**config.mk**
```make
export PLATFORM = sky130hd
export DESIGN_NAME = alu_serial
export DESIGN_NICKNAME = d
export VERILOG_FILES = /design/src/rtl/alu_serial.sv
export SDC_FILE = /design/constraint.sdc
export NUM_CORES = 1
export LEC_CHECK = 0
export ABC_AREA = 1
export BUFFER_PORTS_ARGS = -buffer_cell sky130_fd_sc_hd__buf_2
export CAP_MARGIN = 40
export CORE_MARGIN = 2
export CORE_UTILIZATION = 50
export DETAILED_ROUTE_END_ITERATION = 8
export GPL_TIMING_DRIVEN = 1
export MAX_ROUTING_LAYER = met4
export PLACE_DENSITY = 0.76
export SLEW_MARGIN = 10
export SYNTH_ARGS = -nofsm -noshare
export SYNTH_HDL_FRONTEND = slang
export SYNTH_SLANG_ARGS = --single-unit
```
**constraint.sdc**
```tcl
create_clock -name clk -period 4.54 [get_ports clk]
set_input_delay 0 -clock clk [delete_from_list [all_inputs] [get_ports clk]]
set_output_delay 0 -clock clk [all_outputs]
set_load 0.02 [all_outputs]
```
**src/rtl/alu_serial.sv**
```systemverilog
// alu_serial: bit-serial WIDTH-bit NAND/NOR/ADD/SUB through one 1-bit slice, LSB first
module alu_serial #(
    parameter int WIDTH = 4,
    localparam int CNT_W = $clog2(WIDTH)
) (
    input  logic             clk,
    input  logic             rst,
    input  logic             start,
    input  logic [WIDTH-1:0] a,
    input  logic [WIDTH-1:0] b,
    input  logic             cin,
    input  logic [1:0]       s_op,
    output logic             busy,
    output logic             done,
    output logic [WIDTH-1:0] z,
    output logic             cout,
    output logic             zero,
    output logic             ovf
);
    typedef enum logic {IDLE, RUN} state_t;
    state_t state, state_nx;
    logic [WIDTH-1:0] sa, sb, sr, res;
    logic [CNT_W-1:0] cnt;
    logic [1:0] op;
    logic c, bs, rbit, cn, last, arith;
    always_comb begin
        arith = op[1];
        bs = (op == 2'b11) ? ~sb[0] : sb[0];
        rbit = arith ? (sa[0] ^ bs ^ c) : (op[0] ? ~(sa[0] | bs) : ~(sa[0] & bs));
        cn = (sa[0] & bs) | (sa[0] & c) | (bs & c);
        res = {rbit, sr[WIDTH-1:1]};
        last = cnt == CNT_W'(WIDTH - 1);
        state_nx = (state == IDLE) ? (start ? RUN : IDLE) : (last ? IDLE : RUN);
    end
    always_ff @(posedge clk) state <= rst ? IDLE : state_nx;
    always_ff @(posedge clk) begin
        if (rst) begin
            sa <= '0;
            sb <= '0;
            sr <= '0;
            cnt <= '0;
            op <= '0;
            c <= 1'b0;
            done <= 1'b0;
            z <= '0;
            cout <= 1'b0;
            zero <= 1'b1;
            ovf <= 1'b0;
        end else begin
            done <= 1'b0;
            if (state == IDLE) begin
                if (start) begin
                    sa <= a;
                    sb <= b;
                    op <= s_op;
                    c <= s_op[1] & cin;
                    cnt <= '0;
                end
            end else begin
                sa <= sa >> 1;
                sb <= sb >> 1;
                sr <= res;
                c <= cn;
                cnt <= cnt + CNT_W'(1);
                if (last) begin
                    done <= 1'b1;
                    z <= res;
                    cout <= arith & cn;
                    // c still holds the carry into the MSB here
                    ovf <= arith & (c ^ cn);
                    zero <= res == '0;
                end
            end
        end
    end
    assign busy = state == RUN;
endmodule

```
* Word level (Yosys, flattened, before mapping)
Index checks and enable logic that the tools add are counted.
Storage, ports and cells: register bits 26, bits of input ports 14, word-level logic and storage cells 54, output and inout port bits 9
Operators by class: bitwise logic cells 16, equality and inequality tests 2, muxes and demuxes 15, add/sub/neg operators 1, reductions and logical operators 6
Operators with widths (number):
- 2-to-1 mux 3 bit | 4
- 2-to-1 mux 1 bit | 9
- bitwise AND 1 bit | 6
- == test 2 bit (second input constant) | 2
- logical NOT 4 bit | 1
- 2-to-1 mux 2 bit | 2
- NOT 1 bit | 4
- AND reduction 2 bit | 2
- OR reduction 2 bit | 2
- bitwise OR 1 bit | 3
- bitwise XOR 1 bit | 3
- adder 2 x 1 -> 2 bit (second input constant) | 1
- nonzero test 2 bit | 1

* Logic depth before layout (Yosys ltp)
Gate-level depths: netlist of the first run.
depth in word-level cells 7, depth in mapped cells 10, mapped depth without buffers 10

* Worst setup path before layout of the first run
Ideal clock, no wire load.
path kind register to register, start reg op[1], end reg sr[3], setup slack 2.977 ns, arrival 1.450 ns, stages on the path, launching flop included 8, clock period less this slack 1.563 ns, path through dfxtp_1 > nand2_1 > xor2_1 > inv_1 > fa_1 > or2_1 > nand3_1 > nand2_1
Between the ends: word-level cells in the longest chain between the ends 6, elaborated cells between the ends (all ways) 10
Ends and longest elaborated chain:
- from (decl) | line 24 | logic [1:0] op;
- from (signal assigned) | line 55 | op <= s_op;
- == test 2 bit | line 28 | bs = (op == 2'b11) ? ~sb[0] : sb[0];
- 2-to-1 mux 1 bit | line 28
- bitwise AND 1 bit / bitwise OR 1 bit (equally long branches) | line 29 | rbit = arith ? (sa[0] ^ bs ^ c) : (op[0] ? ~(sa[0] | bs) : ~(sa[0] & bs));
- NOT 1 bit | line 29
- 2-to-1 mux 1 bit | line 29
- 2-to-1 mux 1 bit * | line 29
- to (signal assigned) | line 62 | sr <= res;
- to (decl) | line 22 | logic [WIDTH-1:0] sa, sb, sr, res;
Every way passes the cells marked *; elsewhere a longest branch is shown, timed or not. A chain may end at the register's enable or synchronous reset.

* Final worst setup path of the first run
start reg state (netlist: busy), end reg op[1]
Between the ends: word-level cells in the longest chain between the ends 2
Ends and longest elaborated chain:
- from (decl) | line 21 | state_t state, state_nx;
- from (signal assigned) | line 35 | always_ff @(posedge clk) state <= rst ? IDLE : state_nx;
- NOT 1 bit (no line)
- AND reduction 2 bit (no line)
No other way between the ends.

==> metrics, run 1 <==
run status=completed; Relative slew margins=0.595; Net Count, Synth=170; post-synth top area cell=dfxtp_1; r2r endpoint=op[1]$_SDFFE_PP0P_; wire per inst=11.3 um; vias in the first global route=970; top-area cell type share of the netlist area=0.444; Critical Path Slowest Stage Cell=dfxtp_1; Worst EP required=4.83 ns; Max Cap Viol=0; measured slew at the worst slew-check pin=0.606 ns; Flop pwr share=0.599; # rows=17; top-count cell post-synth=nand2_1; Final nets=205; Cell Area, Placed=0.00122 sq mm; Clock Skew=0.00486 ns; Yosys warnings=0; pre-CTS setup slack=2.85 ns; Die W=51.5 um; hpwl dp=1610 um; die area=0.00265 sq mm; Hold Crit Start=start; GRT Resource Usage Total=0.212; Synth top cells by count=nand2_1, dfxtp_1, inv_1, nand3_1, nor2_1; clock sinks=25; clk_lat worst skew=0.34 ns; crit path DAT=2.38 ns; hold crit path type=in -> reg; effective utilization at floorplan=0.519; setup bufs post-CTS=0; reg2reg setup slack=2.45 ns; worst hold path depth=3; grt total ovfl=0; Slowest Stage Delay on Critical Path=0.74 ns; Synth Register Bits=25; Clock Path Buffers=2; routed wire length=2410 um; CTS resizes=0; Worst Path Max Fanout=13; Final Critical Period=2.09 ns; clock power share=0.270; Cell Chain, Critical Path=inv_1 > nand2_1 > nand2_1 > a21oi_1 > dlygate4sd3_1; Routed Antenna Nets=0; Vias=1,047; post-synthesis cell count=152; Hold Fails Final Rpt=0; Reg2Reg Depth=5; total power=396 uW; number of buffers created by CTS=3; core area=0.00217 sq mm; Startpoint Class=register; Psw=110 uW; Most common cell on crit path=nand2_1; initial antenna violation count=0; power density over the cells=287 mW/mm^2; Area contributors post-synth=dfxtp_1, nand2_1, nand3_1, inv_1, a21oi_1; WS Path Type=reg -> reg; Gate power share=0.131; fraction of layout cells with a size suffix above 1=0.156; RePlAce Congestion=0.843; Critical R2R Launch=busy$_SDFF_PP0_; worst hold endpoint=sa[3]$_SDFFE_PP0P_; Hold Slack=0.0188 ns; drt initial violations=15; FMAX=0.479 GHz; syn_area_per_cell=7.41 sq um; RSZ-0062 raised after global routing=false; Final setup viols=0; Int Power=286 uW; dominant synthesized flop cell=dfxtp_1; Filler cells=207; largest net degree at the start of global routing=16; Post-synth EDFFs=0; PortBufs=22; htree depth=1; Net Sw Frac=0.278; leakage=0.693 nW; Worst Setup End Kind=register; Post-Syn Area=0.00113 sq mm; io pins=23; maximum VDD drop=0.000258 V; Final WS setup=2.45 ns; TritonRoute pass-1 iters=4; Final Cell Area=0.00138 sq mm; diode count=0; first-pass GRT wire length=4020 um; P&R area growth vs syn=22.7%; clk slew on worst S/H paths=0.14 ns; Unique masters post-synth=18; total negative slack=0 ns; final period utilization=0.460; CTS tree=done; Async S/R FF share, synth=0; Via density=4.89; DRC=0; clock tree root buffer cell=clkbuf_4; Slew Viols, Final=0; Seq/Total Area, Yosys=0.444; Die Span Y=51.5 um
-- cell type report --
cell class / instances / area [sq um] / area share
flip-flops and latches: 25 / 500 / 0.362
multi-input cells: 102 / 498 / 0.361
repair buffers: 35 / 240 / 0.174
inverters: 20 / 77.6 / 0.0562
well taps: 28 / 35.0 / 0.0254
clock buffers: 3 / 22.5 / 0.0163
clock inverters: 1 / 7.51 / 0.00543
-- cells in the final DEF, fill, tap and decap left out, drive strengths merged --
master,synthesis,routed
xor2,1,1
a22oi,1,1
clkinvlp,0,1
inv,20,20
dfxtp,25,25
clkbuf,0,3
nor2,12,12
buf,5,22
fa,1,1
a21oi,9,9
ha,3,3
nand3,19,19
o21ai,7,7
or2,1,1
nand2,46,46
dlygate4sd3,0,13
nor3,2,2
-- worst max-delay path, delay by kind of cell (launching register included) --
family,cells,cell delay (ns)
and+or+nand+nor,2,0.27
DFF,1,0.74
AOI/OAI and AO/OA,1,0.13
buffers and inverters,2,0.90
-- power groups by stage --
stage / combinational (mW) / clock, mW / sequential [mW]
after floorplan: 0.0351 / 0 / 0.239
after global placement: 0.0411 / 0 / 0.241
after detailed placement: 0.0430 / 0 / 0.242
after CTS: 0.0516 / 0.108 / 0.237
after global routing: 0.0586 / 0.115 / 0.239
final: 0.0521 / 0.107 / 0.237
-- what timing repair did --
action | CTS | global route
setup endpoints to repair | 0 | 0
hold buffers | 13 | 0
hold endpoints to repair | 16 | 0
-- stage by stage --
step / utilization / cells
finish: 0.637 / 214
global route: 0.637 / 214
CTS: 0.637 / 214
detailed placement: 0.563 / 197
global placement: 0.563 / 197
floorplan: - / 152
-- how the worst max path moves through the flow --
stage | start | to | slack [ns] | cells past startpoint
finish | busy$_SDFF_PP0_ | op[1]$_SDFFE_PP0P_ | 2.45 | 5
global route | busy$_SDFF_PP0_ | op[1]$_SDFFE_PP0P_ | 2.33 | 5
CTS | busy$_SDFF_PP0_ | op[1]$_SDFFE_PP0P_ | 2.50 | 5
detailed placement | op[1]$_SDFFE_PP0P_ | z[3]$_SDFFE_PP0P_ | 2.85 | 7
global placement | op[1]$_SDFFE_PP0P_ | z[3]$_SDFFE_PP0P_ | 2.93 | 7
floorplan | op[1]$_SDFFE_PP0P_ | sr[3]$_SDFFE_PP0P_ | 2.98 | 7
-- layer usage --
layer / share of wire / track usage
met5: 0 / -
met2: 0.48 / 0.338
met4: 0.018 / 0.101
met3: 0.037 / 0.0439
met1: 0.47 / 0.257
-- logic make-up after synthesis --
family / count (synthesis) / share of synthesized area
flops: 25 / 0.444
fa+ha+maj: 4 / 0.0511
buf+inv: 25 / 0.113
xor+xnor: 1 / 0.00778
simple gates: 80 / 0.306
compound gates: 17 / 0.0778
-- state kept, by name, indices dropped and copies added (netlist names) --
signal and count:
cout 1, zero 1, sa 4, done 1, sb 4, cnt 2, ovf 1, busy 1
z 4, op 2, c 1, sr 3
Power figures use the tool's default switching activity.
==> run 2: changes to the inputs <==
==> constraint.sdc (replaced) <==
create_clock -name clk -period 2.1 [get_ports clk]
set_input_delay 0 -clock clk [delete_from_list [all_inputs] [get_ports clk]]
set_output_delay 0 -clock clk [all_outputs]
set_load 0.02 [all_outputs]
==> metrics, run 2 (same netlist as run 1, synthesis figures left out) <==
hold crit path type=in -> reg (unchanged); r2r endpoint=op[1]$_SDFFE_PP0P_ (unchanged); Routed Antenna Nets=0 (unchanged); PortBufs=22 (unchanged); htree depth=1 (unchanged); Clock Skew=0.0130 ns (was 0.00486 ns); Int Power=612 uW (was 286 uW); Startpoint Class=register (unchanged); die area=0.00265 sq mm (unchanged); WS Path Type=reg -> reg (unchanged); Final nets=200 (was 205); area of the multi-input gates=498 sq um (unchanged); reg2reg setup slack=0.27 ns (was 2.45 ns); crit path DAT=2.04 ns (was 2.38 ns); measured slew at the worst slew-check pin=0.424 ns (was 0.606 ns); met1 Resource Use GR=0.228 (was 0.257); GRT busiest layer=met2 (unchanged); Worst Path Max Fanout=11 (was 13); fin util=0.612 (was 0.637); clock sinks=25 (unchanged); Register Area=500 sq um (unchanged); Largest regs=sa (4), sb (4), z (4) (unchanged); critical path's top delay family=buffers and inverters (unchanged); power density over the cells=628 mW/mm^2 (was 287 mW/mm^2); Critical R2R Launch=busy$_SDFF_PP0_ (unchanged); Hold Fails Final Rpt=0 (unchanged); Gate power share=0.133 (was 0.131); run status=completed (unchanged); initial antenna violation count=0 (unchanged); number of buffers created by CTS=3 (unchanged); DRC=0 (unchanged); fraction of layout cells with a size suffix above 1=0.166 (was 0.156); Post-CTS Hold Buffers=7 (was 13); FMAX=0.546 GHz (was 0.479 GHz); Slew Viols, Final=0 (unchanged); Worst EP required=2.31 ns (was 4.83 ns); Critical Path Slowest Stage Cell=dlygate4sd3_1 (was dfxtp_1); clk_lat worst skew=0.32 ns (was 0.34 ns); leakage=0.673 nW (was 0.693 nW); commonest non-fill, non-tap cell in the layout=nand2_1 (unchanged); grt total ovfl=0 (unchanged); vias in the first global route=951 (was 970); Net Sw Frac=0.267 (was 0.278); Hold Crit Start=b[2] (was start); RSZ-0062 raised after global routing=false (unchanged); Max Cap Viol=0 (unchanged); clock power share=0.259 (was 0.270); hpwl dp=1630 um (was 1610 um); Vias=1,030 (was 1,047); crit path buf inv count=3 (was 2); Psw=223 uW (was 110 uW); final period utilization=0.872 (was 0.460); Cell Chain, Critical Path=buf_4 > inv_1 > nand2_1 > nand2_1 > a21oi_1 > dlygate4sd3_1 (was inv_1 > nand2_1 > nand2_1 > a21oi_1 > dlygate4sd3_1); Worst Setup End Kind=register (unchanged); most frequent cells in the layout=nand2_1, dfxtp_1, buf_2 (unchanged); routed wire length=2310 um (was 2410 um); Die W=51.5 um (unchanged); effective utilization at floorplan=0.519 (unchanged); GRT Resource Usage Total=0.194 (was 0.212); Flop pwr share=0.608 (was 0.599); worst hold path depth=5 (was 3); CTS resizes=0 (unchanged); total negative slack=0 ns (unchanged); TritonRoute pass-1 iters=4 (unchanged); Most common cell on crit path=nand2_1 (unchanged); worst hold endpoint=sb[2]$_SDFFE_PP0P_ (was sa[3]$_SDFFE_PP0P_); Final Critical Period=1.83 ns (was 2.09 ns); clk slew on worst S/H paths=0.14 ns (about the same); Slowest Stage Delay on Critical Path=0.56 ns (was 0.74 ns); Die Span Y=51.5 um (unchanged); met3 Resource Use GR=0.0263 (was 0.0439); RePlAce Congestion=0.847 (was 0.843); grt met2 use=0.316 (was 0.338); wire per inst=11.1 um (was 11.3 um); Via density=4.93 (was 4.89); io pins=23 (unchanged); Final setup viols=0 (unchanged); Reg2Reg Depth=6 (was 5); clock tree root buffer cell=clkbuf_4 (unchanged); Relative slew margins=0.717 (was 0.595); core area=0.00217 sq mm (unchanged); Critical path origin=busy$_SDFF_PP0_ (unchanged); # rows=17 (unchanged); P&R area growth vs syn=18.0% (was 22.7%); Filler cells=215 (was 207); largest net degree at the start of global routing=16 (unchanged); Clock Path Buffers=2 (unchanged); first-pass GRT wire length=3760 um (was 4020 um); drt initial violations=19 (was 15); maximum VDD drop=0.000390 V (was 0.000258 V); CTS tree=done (unchanged); setup bufs post-CTS=0 (unchanged); diode count=0 (unchanged)
run 2: layout make-up:
cell class / instances / share of cell area
sequential: 25 / 0.377
multi-input combinational: 102 / 0.375
timing repair buffer: 30 / 0.141
inverter: 20 / 0.0584
tap: 28 / 0.0264
clock buffer: 3 / 0.0169
clock inverter: 1 / 0.00565
run 2: metrics by stage:
stage / total power [mW] / hold WS [ns] / setup slack [ns] / cell area (sq um) / std cells
6_report: 0.834 / 0.0123 / 0.270 / 1330 / 209
4_1_cts: 0.841 / 0.00364 / 0.324 / 1330 / 209
3_5_place_dp: 0.618 / 0.265 / 0.419 / 1230 / 198
3_3_place_gp: 0.613 / 0.250 / 0.483 / 1230 / 198
5_1_grt: 0.873 / 0.00982 / 0.210 / 1330 / 209
2_1_floorplan: 0.592 / 0.140 / 0.537 / 1130 / 152
run 2: tightest hold or removal path, cell delays in order:
cell and delay [ns]:
buf_2 0.07, nand3_1 0.07, nand3_1 0.08, nand2_1 0.04, inv_1 0.04
run 2: worst max path at each step:
stage	endpoint	slack, ns	cells after the start
final	op[1]$_SDFFE_PP0P_	0.27	6
after global routing	op[1]$_SDFFE_PP0P_	0.21	6
after CTS	op[1]$_SDFFE_PP0P_	0.32	6
after detailed placement	sr[3]$_SDFFE_PP0P_	0.42	7
after global placement	z[3]$_SDFFE_PP0P_	0.48	7
after floorplan	sr[3]$_SDFFE_PP0P_	0.54	7
run 2: layer usage:
layer	wire, um	share of wire	vias up
li1	-	-	532
met1	1080	0.46	465
met2	1130	0.49	25
met3	70	0.030	8
met4	40	0.017	0
met5	0	0	-
run 2: power by group through the flow:
| stage | logic (mW) | clock network, mW | registers, mW |
|---|---|---|---|
| finish | 0.111 | 0.216 | 0.507 |
| global route | 0.124 | 0.238 | 0.510 |
| CTS | 0.110 | 0.224 | 0.507 |
| detailed placement | 0.100 | 0 | 0.518 |
| global placement | 0.0961 | 0 | 0.516 |
| floorplan | 0.0758 | 0 | 0.517 |
==> run 3: changes to the inputs <==
--- a/config.mk
+++ b/config.mk
@@ -5,7 +5,6 @@
 export SDC_FILE = /design/constraint.sdc
 export NUM_CORES = 1
 export LEC_CHECK = 0
-export ABC_AREA = 1
 export BUFFER_PORTS_ARGS = -buffer_cell sky130_fd_sc_hd__buf_2
 export CAP_MARGIN = 40
 export CORE_MARGIN = 2
==> metrics, run 3 <==
run status=completed (unchanged); Die Span Y=51.5 um (unchanged); effective utilization at floorplan=0.519 (unchanged); final period utilization=0.888 (was 0.872); commonest non-fill, non-tap cell in the layout=dfxtp_1 (was nand2_1); syn_area_per_cell=9.97 sq um (was 7.41 sq um); Seq/Total Area, Yosys=0.444 (unchanged); CTS tree=done (unchanged); WS Path Type=reg -> reg (unchanged); Relative slew margins=0.694 (was 0.717); Final Critical Period=1.87 ns (was 1.83 ns); Max Cap Viol=0 (unchanged); Yosys warnings=0 (unchanged); Cell Chain, Critical Path=nand2_1 > xnor2_1 > fa_1 > or2b_1 > o31ai_1 > a221o_1 (was buf_4 > inv_1 > nand2_1 > nand2_1 > a21oi_1 > dlygate4sd3_1); io pins=23 (unchanged); Hold Slack=0.0103 ns (was 0.0123 ns); Slowest Stage Delay on Critical Path=0.47 ns (was 0.56 ns); Critical Path Slowest Stage Cell=fa_1 (was dlygate4sd3_1); first-pass GRT wire length=3590 um (was 3760 um); leakage=0.587 nW (was 0.673 nW); htree depth=1 (unchanged); dominant synthesized flop cell=dfxtp_1 (unchanged); Largest regs=sa (4), sb (4), z (4) (unchanged); Worst Path Max Fanout=7 (was 11); fraction of layout cells with a size suffix above 1=0.268 (was 0.166); Worst Setup End Kind=register (unchanged); total negative slack=0 ns (unchanged); core area=0.00217 sq mm (unchanged); PortBufs=22 (unchanged); RSZ-0062 raised after global routing=false (unchanged); Post-Syn Area=0.00113 sq mm (unchanged); Async S/R FF share, synth=0 (unchanged); Area contributors post-synth=dfxtp_1, mux2i_1, mux2_4, nor2_1, ha_1 (was dfxtp_1, nand2_1, nand3_1, inv_1, a21oi_1); CTS resizes=0 (unchanged); top-count cell post-synth=dfxtp_1 (was nand2_1); FMAX=0.536 GHz (was 0.546 GHz); Post-synth EDFFs=0 (unchanged); Final setup viols=0 (unchanged); Via density=5.05 (was 4.93); placed insts=158 (was 198); Vias=838 (was 1,030); RePlAce Congestion=0.701 (was 0.847); P&R area growth vs syn=16.0% (was 18.0%); largest net degree at the start of global routing=27 (was 16); clk_lat worst skew=0.31 ns (was 0.32 ns); grt total ovfl=0 (unchanged); initial antenna violation count=0 (unchanged); setup bufs post-CTS=0 (unchanged); Routed Antenna Nets=0 (unchanged); die area=0.00265 sq mm (unchanged); post-synthesis cell count=113 (was 152); post-synth top area cell=dfxtp_1 (unchanged); critical path's top delay family=adder cells (was buffers and inverters); Unique masters post-synth=32 (was 18); drt initial violations=0 (was 19); Filler cells=208 (was 215); hold crit path type=in -> reg (unchanged); GRT Resource Usage Total=0.185 (was 0.194); power density over the cells=643 mW/mm^2 (was 628 mW/mm^2); Startpoint Class=register (unchanged); clock tree root buffer cell=clkbuf_4 (unchanged); # rows=17 (unchanged); Clock Skew=0.00620 ns (was 0.0130 ns); Synth top cells by count=dfxtp_1, nor2_1, mux2i_1 (was nand2_1, dfxtp_1, inv_1, nand3_1, nor2_1); crit path DAT=2.14 ns (was 2.04 ns); Synth Register Bits=25 (unchanged); DRC=0 (unchanged); TritonRoute pass-1 iters=1 (was 4); Net Count, Synth=131 (was 170); Clock Path Buffers=2 (unchanged); Die W=51.5 um (unchanged); wire per inst=12.0 um (was 11.1 um); routed wire length=2000 um (was 2310 um); Final nets=157 (was 200); clk slew on worst S/H paths=0.13 ns (was 0.14 ns); Slew Viols, Final=0 (unchanged); top-area cell type share of the netlist area=0.444 (unchanged); measured slew at the worst slew-check pin=0.459 ns (was 0.424 ns); crit path buf inv count=0 (was 3); maximum VDD drop=0.000388 V (was 0.000390 V); Finished Layout Cells=166 (was 209); Worst EP required=2.37 ns (was 2.31 ns); hpwl dp=1450 um (was 1630 um); vias in the first global route=849 (was 951); most frequent cells in the layout=dfxtp_1, buf_2, nor2_1 (was nand2_1, dfxtp_1, buf_2); clock sinks=25 (unchanged); number of buffers created by CTS=3 (unchanged); Hold Fails Final Rpt=0 (unchanged); diode count=0 (unchanged)
## run 3: cell families after synthesis
| kind of cell | Yosys count | synth area share |
|---|---|---|
| AOI/OAI and AO/OA | 12 | 0.0678 |
| xor gates and xnor gates | 2 | 0.0156 |
| adders and majority gates | 4 | 0.0511 |
| buffers and inverters | 9 | 0.0489 |
| DFF | 25 | 0.444 |
| muxes | 19 | 0.189 |
| and+or+nand+nor | 42 | 0.183 |
## run 3: metal layers
layer / GRT usage / wire [um] / part of all wire / vias to the layer above
met4: 0.0658 / 8 / 0.0040 / 0
li1: - / - / - / 432
met5: - / 0 / 0 / -
met3: 0.0263 / 70 / 0.035 / 2
met2: 0.314 / 988 / 0.49 / 19
met1: 0.224 / 929 / 0.47 / 385
## run 3: final cells by class
type / instances / area, sq um / area share
multi-input combinational: 79 / 571 / 0.437
inverter: 2 / 7.51 / 0.00575
timing repair buffer: 28 / 165 / 0.126
clock inverter: 1 / 5.00 / 0.00383
sequential: 25 / 500 / 0.383
tap: 28 / 35.0 / 0.0268
clock buffer: 3 / 22.5 / 0.0172
## run 3: path summary, 6_finish.rpt
kind | to | slack [ns] | startpoint | cells after the start
worst max-delay path | zero$_SDFFE_PP1P_ | 0.23 | op[1]$_SDFFE_PP0P_ | 6
worst min-delay path | c$_SDFFE_PP0P_ | 0.01 | cin | 3
worst max register to register | zero$_SDFFE_PP1P_ | 0.23 | op[1]$_SDFFE_PP0P_ | 6
worst min register to register | z[3]$_SDFFE_PP0P_ | 0.46 | z[3]$_SDFFE_PP0P_ | 2
## run 3: power breakdown
group,leakage [nW],switching (mW),internal (mW)
clock network,0.0177,0.140,0.0712
logic,0.365,0.0515,0.0627
registers,0.204,0.0201,0.494
## run 3: stage by stage
stage           util  cell area (sq um)  setup WS, ns  total power, mW
5_1_grt        0.602               1310        0.0927            0.883
6_report       0.602               1310         0.235            0.840
2_1_floorplan      -               1130         0.404            0.605
3_3_place_gp   0.571               1240         0.355            0.626
3_5_place_dp   0.571               1240         0.271            0.634
4_1_cts        0.602               1310         0.229            0.852
## run 3: worst register-to-register path, stage by stage, from the launching register on
cell     delay (ns)
dfxtp_1        0.45
nand2_1        0.10
xnor2_1        0.28
fa_1           0.47
or2b_1         0.25
o31ai_1        0.09
a221o_1        0.18
## run 3: repair_timing
item	in CTS	in global routing
endpoints found under the setup margin	0	0
hold buffers	4	0
endpoints found under the hold margin	4	0
